`src/rtl/timer_counter_pkg.sv`:
```
// Shared register-map, control-field and state definitions for the timer block.
// The CPU-side software headers are generated from these same values.
package timer_counter_pkg;

  localparam logic [1:0] REG_CTRL   = 2'd0;
  localparam logic [1:0] REG_PRESET = 2'd1;
  localparam logic [1:0] REG_COUNT  = 2'd2;
  localparam logic [1:0] REG_RSVD   = 2'd3;

  localparam int CTRL_EN      = 0;
  localparam int CTRL_MODE_LO = 1;
  localparam int CTRL_MODE_HI = 2;
  localparam int CTRL_IM      = 3;

  localparam logic [1:0] MODE_ONESHOT = 2'b00;
  localparam logic [1:0] MODE_RELOAD  = 2'b01;

  typedef enum logic [1:0] {
    ST_IDLE = 2'd0,
    ST_LOAD = 2'd1,
    ST_CNT  = 2'd2,
    ST_INT  = 2'd3
  } state_t;

endpackage

```
`src/rtl/timer_counter.sv`:
```
// Memory-mapped 32-bit down-counting timer with one-shot and auto-reload modes
// and a maskable level interrupt.
module timer_counter
  import timer_counter_pkg::*;
(
  input  logic        clk,
  input  logic        reset,
  input  logic [31:0] Addr,
  input  logic        WE,
  input  logic [31:0] WD,
  output logic [31:0] RD,
  output logic        IRQ
);

  state_t      state;
  logic [3:0]  ctrl;
  logic [31:0] preset;
  logic [31:0] count;
  logic        flag;

  logic [1:0]  sel;
  logic        en;
  logic [1:0]  mode;
  logic        unused_addr;

  assign sel         = Addr[3:2];
  assign en          = ctrl[CTRL_EN];
  assign mode        = ctrl[CTRL_MODE_HI:CTRL_MODE_LO];
  assign unused_addr = ^{Addr[31:4], Addr[1:0]};

  // FSM transitions use the registered EN; a CPU write in the same cycle is
  // applied afterwards so it overrides anything the FSM did to CTRL or flag.
  always_ff @(posedge clk) begin
    if (reset) begin
      state  <= ST_IDLE;
      ctrl   <= '0;
      preset <= '0;
      count  <= '0;
      flag   <= 1'b0;
    end else begin
      case (state)
        ST_IDLE: begin
          if (en) state <= ST_LOAD;
        end
        ST_LOAD: begin
          count <= preset;
          state <= en ? ST_CNT : ST_IDLE;
        end
        ST_CNT: begin
          if (!en) begin
            state <= ST_IDLE;
          end else if (count > 32'd1) begin
            count <= count - 32'd1;
          end else begin
            count <= '0;
            flag  <= 1'b1;
            state <= ST_INT;
          end
        end
        ST_INT: begin
          state <= ST_IDLE;
          if (mode == MODE_RELOAD) flag <= 1'b0;
          else                     ctrl[CTRL_EN] <= 1'b0;
        end
        default: state <= ST_IDLE;
      endcase

      if (WE) begin
        case (sel)
          REG_CTRL: begin
            ctrl <= WD[3:0];
            flag <= 1'b0;
          end
          REG_PRESET: begin
            preset <= WD;
            flag   <= 1'b0;
          end
          default: ;
        endcase
      end
    end
  end

  assign RD = (sel == REG_CTRL)   ? {28'b0, ctrl} :
              (sel == REG_PRESET) ? preset :
              (sel == REG_COUNT)  ? count  : 32'd0;

  assign IRQ = ctrl[CTRL_IM] & flag;

endmodule

```
`config.mk`:
```
export PLATFORM = sky130hd
export DESIGN_NAME = timer_counter
export DESIGN_NICKNAME = d
export VERILOG_FILES = /design/src/rtl/timer_counter_pkg.sv /design/src/rtl/timer_counter.sv
export SDC_FILE = /design/constraint.sdc
export NUM_CORES = 1
export LEC_CHECK = 0
export ABC_AREA = 1
export CORE_MARGIN = 8
export CORE_UTILIZATION = 45
export DETAILED_ROUTE_END_ITERATION = 10
export GPL_ROUTABILITY_DRIVEN = 0
export HOLD_SLACK_MARGIN = 0.1
export PLACE_DENSITY = 0.76
export SLEW_MARGIN = 30
export SYNTH_ARGS = -nofsm -noshare
export SYNTH_HDL_FRONTEND = slang
export SYNTH_SLANG_ARGS = --single-unit
```
`constraint.sdc`:
```
create_clock -name clk -period 1.4 [get_ports clk]
set_input_delay 0.14 -clock clk [delete_from_list [all_inputs] [get_ports clk]]
set_output_delay 0.14 -clock clk [all_outputs]
set_load 0.01 [all_outputs]
```
==> results of run 1 <==
final cells by class:
class,instances,area (um^2)
clock buffer,13,149
clock inverter,3,42.5
fill,586,2260
inverter,100,409
multi-input combinational,447,2910
sequential,71,1470
tap,111,139
timing repair buffer,187,1700
timing repair inverter,2,27.5
sequential cells by signal, summed over array words and instances (netlist names):
signal / flops
count: 32
ctrl: 4
flag: 1
preset: 32
state: 2
metrics by stage:
step / cells / total power [mW] / TNS [ns]
global placement: 883 / 3.72 / -33.56
CTS: 925 / 5.70 / -4.00
floorplan: 647 / 3.10 / 0
detailed placement: 883 / 3.77 / -39.84
finish: 934 / 6.37 / -8.83
global route: 934 / 6.59 / -12.06
cells in the final DEF (no fill, tap or decap), types with 9 or more instances in the layout:
cell,n
clkdlybuf4s50_1,34
buf_6,31
buf_4,74
o22ai_1,22
buf_2,30
o21ai_0,64
nand3_2,11
nor2_4,26
clkbuf_8,10
a21oi_2,26
inv_1,80
nor2_2,17
a21oi_1,71
nand2_1,74
dfxtp_2,20
nand2_2,30
buf_12,10
nor2_1,25
nand3_1,15
nand2_4,9
inv_2,13
dfxtp_1,44
metal layers:
layer  vias up  global-route usage [%]  share of wire, %
li1       2481                       -                 -
met1      2703                    28.6                33
met2       561                    46.0                46
met3       209                    6.98                12
met4         0                    18.0               8.8
met5         -                       0                 0
where the power goes:
group          internal, mW  switching [mW]  total, mW
Clock                 0.873           0.858       1.73
Combinational         0.988            1.48       2.47
Sequential             2.10          0.0693       2.17
Total                  3.96            2.41       6.37
worst paths after layout:
path                                start                      end  slack, ns  depth (start not counted)
hold reg to reg   preset[17]$_SDFFE_PP0P_  preset[17]$_SDFFE_PP0P_       0.47                          2
hold / removal                    Addr[3]          flag$_SDFF_PP0_       0.33                          4
setup reg to reg   count[10]$_SDFFE_PP0P_   count[30]$_SDFFE_PP0P_      -0.44                         10
setup / recovery   count[10]$_SDFFE_PP0P_   count[30]$_SDFFE_PP0P_      -0.44                         10
worst max-delay path, stage by stage, from the launching register on:
cell and delay, ns:
dfxtp_4 0.37, nor2_4 0.15, buf_4 0.14, nand2_1 0.16, inv_1 0.20, nand2_1 0.13, nor2_4 0.18, nand3_1 0.11
nand2_1 0.09, nand3_2 0.08, a21oi_2 0.16
cells by family (layout without fill, tap and decap cells):
| kind of cell | count (synthesis) | in the layout | synth area share [%] |
|---|---|---|---|
| and+or+nand+nor | 223 | 225 | 23.9 |
| AOI/OAI and AO/OA | 210 | 210 | 27.0 |
| buffers and inverters | 131 | 305 | 12.4 |
| DFF | 71 | 71 | 34.0 |
| xor gates and xnor gates | 10 | 10 | 2.10 |
| adders and majority gates | 2 | 2 | 0.599 |
repair_timing:
action / in CTS / in global routing
endpoints found under the setup margin: 67 / 58
gates cloned: 6 / 0
gates resized for setup: 247 / 157
setup buffers: 21 / 11
pin swaps: 29 / 48
==> flow_metrics.tcl, run 1 <==
set metrics [dict create \
    layout-area-overhead-vs-synth_pct 63.9 \
    synth_top_area_share_pct 34.0 \
    yosys_warnings 0 \
    max_slew_margin_pct 75.5 \
    fin_area_um2 6850 \
    grtUsageTotal_pct 26.8 \
    crit_type "reg -> reg" \
    grt_first_pass_wirelength_um 27600 \
    hold_viol 0 \
    antenna_cells 0 \
    clock_sinks 71 \
    finalMaxSlewViolations 0 \
    postCtsHoldBufs 0 \
    ys_dominant_reg_cell "dfxtp_1" \
    drcViolationCount 0 \
    grt-ovfl-total 0 \
    fmax_mhz 543 \
    place_area_um2 5620 \
    post_synth.cell_area_avg_um2 6.46 \
    cp.required_ns 1.69 \
    end_kind "flop" \
    tightest_slew_ns 0.364 \
    place_ws_ns -0.697 \
    rows 35 \
    synth_top_cell_by_area "dfxtp_1" \
    vias 5954 \
    peakVddDrop_v 0.000507 \
    antenna_left 0 \
    leakage_nw 2.99 \
    finalNetCount 887 \
    worst_setup_path_start_kind "flop" \
    initial_utilization_pct 45.9 \
    drv_cap 0 \
    finalCritPeriodShare_pct 131 \
    skew_ns 0.0164 \
    die_x_um 112 \
    clock_latency_ns 0.37 \
    antenna_found_initial 0 \
    grt_pass1_vias 5594 \
    dieArea_um2 12600 \
    status "finished, violations left" \
    vias_per_cell 6.37 \
    finalSetupViolCount 43 \
    syn-num-nets 716 \
    violations "setup timing" \
    synthesis.area_um2 4180 \
    worst_slack_ns -0.440 \
    async_flop_share_pct 0 \
    postRouteWirelength_um 20900 \
    critPathArrivalTime_ns 2.13 \
    ys_seq_area_share_pct 34.0 \
    grt_max_degree 43 \
    ys_types 33 \
    clkSlewWorstSetupHoldPaths_ns 0.08 \
    synth_edf_count 0 \
    period_needed_ns 1.84 \
    synth_area_leaders "dfxtp_1, a21oi_1, nand2_1" \
    rsz0062_at_grt "yes" \
    cp_max_fo 3 \
    power_density_nw_per_um2 930 \
    die_h_um 112 \
    place_hpwl_um 9450 \
    ctsRootBufferMaster "clkbuf_8" \
    htreeDepth 3 \
    hold_path.class "in -> reg" \
    drive_gt1_share_pct 43.9 \
    synth-seq-cells 71 \
    syn_inst 647 \
    core_um2 9110 \
    clockBufferDepth 2 \
    whs_ns 0.330 \
    cts_buffers 9 \
    final_core_util_pct 75.2 \
    drtIter0Drc 762 \
    cts_tree "done" \
    top_level_ports 100 \
    first_pass_iters 7 \
    yosys.cell_count.top_type "nand2_1" \
    netlist_top_cells_count "nand2_1, a21oi_1, inv_1, o21ai_0, dfxtp_1" \
    routedWlPerCell_um 22.4 \
    port-buffer-count 69 \
]
Power figures use the tool's default switching activity.
==> run 2, diff against run 1 <==
--- a/config.mk
+++ b/config.mk
@@ -6,6 +6,7 @@
 export NUM_CORES = 1
 export LEC_CHECK = 0
 export ABC_AREA = 1
+export CAP_MARGIN = 40
 export CORE_MARGIN = 8
 export CORE_UTILIZATION = 45
 export DETAILED_ROUTE_END_ITERATION = 10
==> flow_metrics.tcl, run 2 (synthesis results as in run 1) <==
set metrics [dict create \
    port-buffer-count 69 \
    clockBufferDepth 2 \
    hold_viol 0 \
    switching_share_pct 35.2 \
    r2r_cells 11 \
    finalCritPeriodShare_pct 123 \
    vias_per_cell 5.97 \
    period_needed_ns 1.73 \
    top_level_ports 100 \
    whs_ns 0.357 \
    r2r-start "count[17]$_SDFFE_PP0P_" \
    worst_setup_path_start_kind "flop" \
    regToRegSetupSlack_ns -0.33 \
    p_switching_mw 2.26 \
    clock_latency_ns 0.37 \
    cp_top_family "simple AND/OR/NAND/NOR gates" \
    first_pass_iters 9 \
    dpl.cell_count 884 \
    clkSlewWorstSetupHoldPaths_ns 0.08 \
    top_regs "count x32, preset x32, ctrl x4" \
    hold_path_depth 4 \
    end_kind "flop" \
    antenna_cells 0 \
    cp_max_fo 5 \
    finalNetCount 874 \
    postCtsHoldBufs 0 \
    layout.area.seq_um2 1460 \
    violations "setup timing" \
    combPwrFrac_pct 35.7 \
    rows 35 \
    grtUsageTotal_pct 24.2 \
    finalSetupViolCount 38 \
    tightest_slew_ns 0.328 \
    status "finished, violations left" \
    dieArea_um2 12600 \
    layout-area-overhead-vs-synth_pct 57.7 \
    core_um2 9110 \
    layout.cells.non_filler 921 \
    hold_path.class "in -> reg" \
    cp_cell_sequence "nor2_4, nand2_4, buf_6, inv_4, nand2_4, nor2_4, nand3_4, nand2_2, nand2_2, nand2_2, a21oi_2" \
    grt_pass1_vias 5358 \
    drive_gt1_share_pct 40.0 \
    grt-ovfl-total 0 \
    grt_max_degree 43 \
    cp_num_buf_inv 2 \
    initial_utilization_pct 45.9 \
    drtIter0Drc 638 \
    max_slew_margin_pct 77.9 \
    cts_tree "done" \
    hold_path_end "flag$_SDFF_PP0_" \
    final_core_util_pct 72.4 \
    skew_ns 0.00986 \
    layout_common_cells "a21oi_1, nand2_1, inv_1" \
    internal_power_mw 4.16 \
    cp.required_ns 1.65 \
    clkPwrFrac_pct 30.4 \
    antenna_found_initial 0 \
    cts_buffers 9 \
    place_hpwl_um 9460 \
    antenna_left 0 \
    final_common_cell "a21oi_1" \
    htreeDepth 3 \
    drcViolationCount 0 \
    worstHoldStart "Addr[3]" \
    leakage_nw 2.91 \
    multi_input_area_um2 2800 \
    drv_cap 0 \
    clock_sinks 71 \
    seqPwrFrac_pct 33.9 \
    n_fill_cell 643 \
    slowest_stage "dfxtp_2" \
    slowest_delay_ns 0.37 \
    grt_first_pass_wirelength_um 25200 \
    rsz0062_at_grt "yes" \
    critPathArrivalTime_ns 1.97 \
    die_h_um 112 \
    die_x_um 112 \
    finalMaxSlewViolations 0 \
    vias 5497 \
    worst_slack_ns -0.328 \
    power_density_nw_per_um2 973 \
    fmax_mhz 579 \
    postRouteWirelength_um 18000 \
    r2r_end "count[2]$_SDFFE_PP0P_" \
    path_common_cell "nand2_2" \
    ctsRootBufferMaster "clkbuf_8" \
    routedWlPerCell_um 19.5 \
    crit_type "reg -> reg" \
    peakVddDrop_v 0.000551 \
]
## run 2: cell types whose count changed in the layout (fill, tap and decap cells not counted), moves of 3 or more
cell     change
dfxtp_4      -4
o21ai_0      -3
buf_6        -7
dfxtp_1      +4
o21ai_1      +4
inv_2        +4
a21oi_1     +10
nand2_1      +6
nand2_2      -6
a21oi_2     -11
nand3_2      -6
nand3_1      +7
## run 2: worst max-delay path by stage
stage	depth (start not counted)	slack, ns	from	endpoint
2_1_floorplan	10	0.02	count[0]$_SDFFE_PP0P_	count[18]$_SDFFE_PP0P_
3_3_place_gp	7	-0.62	Addr[3]	RD[6]
3_5_place_dp	7	-0.69	Addr[3]	RD[6]
4_1_cts	11	-0.13	count[19]$_SDFFE_PP0P_	count[7]$_SDFFE_PP0P_
5_1_grt	11	-0.35	count[17]$_SDFFE_PP0P_	count[2]$_SDFFE_PP0P_
6_report	11	-0.33	count[17]$_SDFFE_PP0P_	count[2]$_SDFFE_PP0P_
## run 2: layer usage
metal / track usage [%] / vias up / share of wire [%]
li1: - / 2454 / -
met1: 26.4 / 2508 / 35
met2: 42.1 / 419 / 49
met3: 5.26 / 116 / 9.1
met4: 14.4 / 0 / 6.5
met5: 0 / - / 0
## run 2: per-stage QoR
stage | setup TNS (ns) | power [mW] | setup WS [ns] | instance area, um^2
floorplan | 0 | 3.10 | 0.0216 | 4200
global placement | -33.56 | 3.72 | -0.620 | 5620
detailed placement | -32.66 | 3.77 | -0.689 | 5630
CTS | -2.31 | 5.90 | -0.129 | 6080
global route | -8.43 | 6.62 | -0.349 | 6590
finish | -6.33 | 6.41 | -0.328 | 6590
## run 2: final cells by class
cell class / instances / share of cell area [%]
Tap cell: 111 / 2.11
Sequential cell: 71 / 22.1
Clock buffer: 13 / 2.41
Inverter: 100 / 6.04
Multi-Input combinational cell: 446 / 42.4
Timing Repair Buffer: 177 / 23.9
Clock inverter: 3 / 0.987
## run 2: power by group through the flow
| stage | sequential, mW | combinational (mW) | clock, mW |
|---|---|---|---|
| CTS | 2.16 | 1.83 | 1.91 |
| global placement | 2.20 | 1.52 | 0 |
| floorplan | 2.20 | 0.894 | 0 |
| global route | 2.18 | 2.44 | 2.01 |
| detailed placement | 2.20 | 1.56 | 0 |
| finish | 2.17 | 2.29 | 1.95 |
## run 2: repair_timing
| action | in CTS | in global routing |
|---|---|---|
| gates resized for setup | 230 | 133 |
| pin swaps | 26 | 59 |
| cloned | 1 | 1 |
| setup buffers | 7 | 12 |
| endpoints found under the setup margin | 67 | 52 |
## run 2: worst min-delay path, cell delays in order
cell,delay [ns]
clkbuf_2,0.11
buf_4,0.15
o221ai_1,0.22
a21oi_2,0.05
==> run 3, diff against run 2 <==
--- a/config.mk
+++ b/config.mk
@@ -12,7 +12,7 @@
 export DETAILED_ROUTE_END_ITERATION = 10
 export GPL_ROUTABILITY_DRIVEN = 0
 export HOLD_SLACK_MARGIN = 0.1
-export PLACE_DENSITY = 0.76
+export PLACE_DENSITY = 0.78
 export SLEW_MARGIN = 30
 export SYNTH_ARGS = -nofsm -noshare
 export SYNTH_HDL_FRONTEND = slang
==> flow_metrics.tcl, run 3 (synthesis results as in run 1) <==
set metrics [dict create \
    leakage_nw 2.98 \
    r2r-start "count[1]$_SDFFE_PP0P_" \
    grt_pass1_vias 5531 \
    finalSetupViolCount 43 \
    p_switching_mw 2.33 \
    cp_cell_sequence "inv_2, ha_4, nand2_4, buf_6, nor2_8, nand3_2, nand2_1, nand4_1, a21oi_1" \
    crit_end "count[16]$_SDFFE_PP0P_" \
    drive_gt1_share_pct 45.1 \
    critPathArrivalTime_ns 1.99 \
    worst_slack_ns -0.313 \
    die_x_um 112 \
    tns_ns -8.57 \
    period_needed_ns 1.71 \
    cp.depth 9 \
    rows 35 \
    switching_share_pct 37.1 \
    layout-area-overhead-vs-synth_pct 63.0 \
    cp.required_ns 1.68 \
    die_h_um 112 \
    regToRegSetupSlack_ns -0.31 \
    cts_buffers 9 \
    place_hpwl_um 10000 \
    clkPwrFrac_pct 29.1 \
    status "finished, violations left" \
    rsz0062_at_grt "yes" \
    clock_sinks 71 \
    cp_max_fo 5 \
    grtUsageTotal_pct 25.7 \
    combPwrFrac_pct 36.3 \
    max_slew_margin_pct 74.8 \
    initial_utilization_pct 45.9 \
    violations "setup timing" \
    power_density_nw_per_um2 923 \
    hold_path.class "in -> reg" \
    finalNetCount 889 \
    clkSlewWorstSetupHoldPaths_ns 0.09 \
    grt-ovfl-total 0 \
    cp_num_buf_inv 2 \
    top_regs "count x32, preset x32, ctrl x4" \
    finalCritPeriodShare_pct 122 \
    peakVddDrop_v 0.000598 \
    port-buffer-count 69 \
    top_level_ports 100 \
    vias_per_cell 6.12 \
    final_common_cell "buf_4" \
    multi_input_area_um2 2900 \
    n_fill_cell 638 \
    r2r_end "count[16]$_SDFFE_PP0P_" \
    drcViolationCount 0 \
    grt_max_degree 35 \
    worst_setup_path_start_kind "flop" \
    first_pass_iters 5 \
    finalMaxSlewViolations 0 \
    dieArea_um2 12600 \
    core_um2 9110 \
    cp_top_family "simple AND/OR/NAND/NOR gates" \
    routedWlPerCell_um 20.6 \
    hold_viol 0 \
    htreeDepth 3 \
    layout.area.seq_um2 1460 \
    layout_common_cells "buf_4, nand2_1, inv_1" \
    fmax_mhz 584 \
    seqPwrFrac_pct 34.6 \
    clockBufferDepth 2 \
    antenna_found_initial 0 \
    postRouteWirelength_um 19300 \
    internal_power_mw 3.95 \
    tightest_slew_ns 0.374 \
    skew_ns 0.0111 \
    clock_latency_ns 0.38 \
    ctsRootBufferMaster "clkbuf_8" \
    cts_tree "done" \
    antenna_left 0 \
    crit_start "count[1]$_SDFFE_PP0P_" \
    drtIter0Drc 523 \
    antenna_cells 0 \
    vias 5727 \
    postCtsHoldBufs 0 \
    end_kind "flop" \
    drv_cap 0 \
    grt_first_pass_wirelength_um 26600 \
    r2r_cells 9 \
    crit_type "reg -> reg" \
    slowest_stage "dfxtp_2" \
    power_mw 6.29 \
    slowest_delay_ns 0.34 \
]
## run 3: how the worst min path moves through the flow
stage	from	to	slack, ns	depth (start not counted)
after floorplan	reset	count[5]$_SDFFE_PP0P_	0.21	1
after global placement	preset[22]$_SDFFE_PP0P_	preset[22]$_SDFFE_PP0P_	0.46	2
after detailed placement	preset[23]$_SDFFE_PP0P_	preset[23]$_SDFFE_PP0P_	0.46	2
after CTS	WD[3]	ctrl[3]$_SDFFE_PP0P_	0.37	3
after global routing	WD[3]	ctrl[3]$_SDFFE_PP0P_	0.37	3
final	WD[3]	ctrl[3]$_SDFFE_PP0P_	0.36	3
## run 3: power by group through the flow
stage	logic, mW	registers [mW]	clock network, mW
after CTS	1.89	2.16	1.77
after detailed placement	1.58	2.20	0
final	2.28	2.17	1.83
after global routing	2.42	2.18	1.90
after global placement	1.53	2.20	0
after floorplan	0.894	2.20	0
## run 3: metal layers
layer / up-vias / global-route usage (%) / share of wire [%]
li1: 2491 / - / -
met3: 160 / 5.85 / 9.2
met1: 2668 / 27.2 / 35
met4: 0 / 15.3 / 7.8
met5: - / 0 / 0
met2: 408 / 45.7 / 48
## run 3: metrics by stage
step	util [%]	instances	hold slack (ns)	worst slack [ns]	area (um^2)
2_1_floorplan	-	647	0.209	0.0216	4200
3_3_place_gp	62.3	892	0.457	-0.595	5670
3_5_place_dp	62.4	893	0.462	-0.641	5690
4_1_cts	70.6	927	0.371	-0.120	6430
5_1_grt	74.8	936	0.372	-0.519	6810
6_report	74.8	936	0.355	-0.313	6810
## run 3: final cells by class
cell class / count / area share, %
timing repair buffer: 191 / 24.6
sequential: 71 / 21.4
multi-input combinational: 446 / 42.6
tap: 111 / 2.04
timing repair inverter: 1 / 0.239
clock buffer: 12 / 2.28
clock inverter: 4 / 0.790
inverter: 100 / 5.97
## run 3: worst reg2reg max path: cells and delay by family, from the launching register on
kind / cells / cell delay, ns
buf+inv: 2 / 0.23
flops: 1 / 0.34
compound gates: 1 / 0.28
fa+ha+maj: 1 / 0.16
simple gates: 5 / 0.59
## run 3: timing repair
action | in CTS | in global routing
resized for setup | 296 | 102
cloned | 4 | 0
endpoints found under the setup margin | 71 | 65
endpoints found under the hold margin | 0 | 0
pin swaps | 42 | 44
buffers inserted | 14 | 9
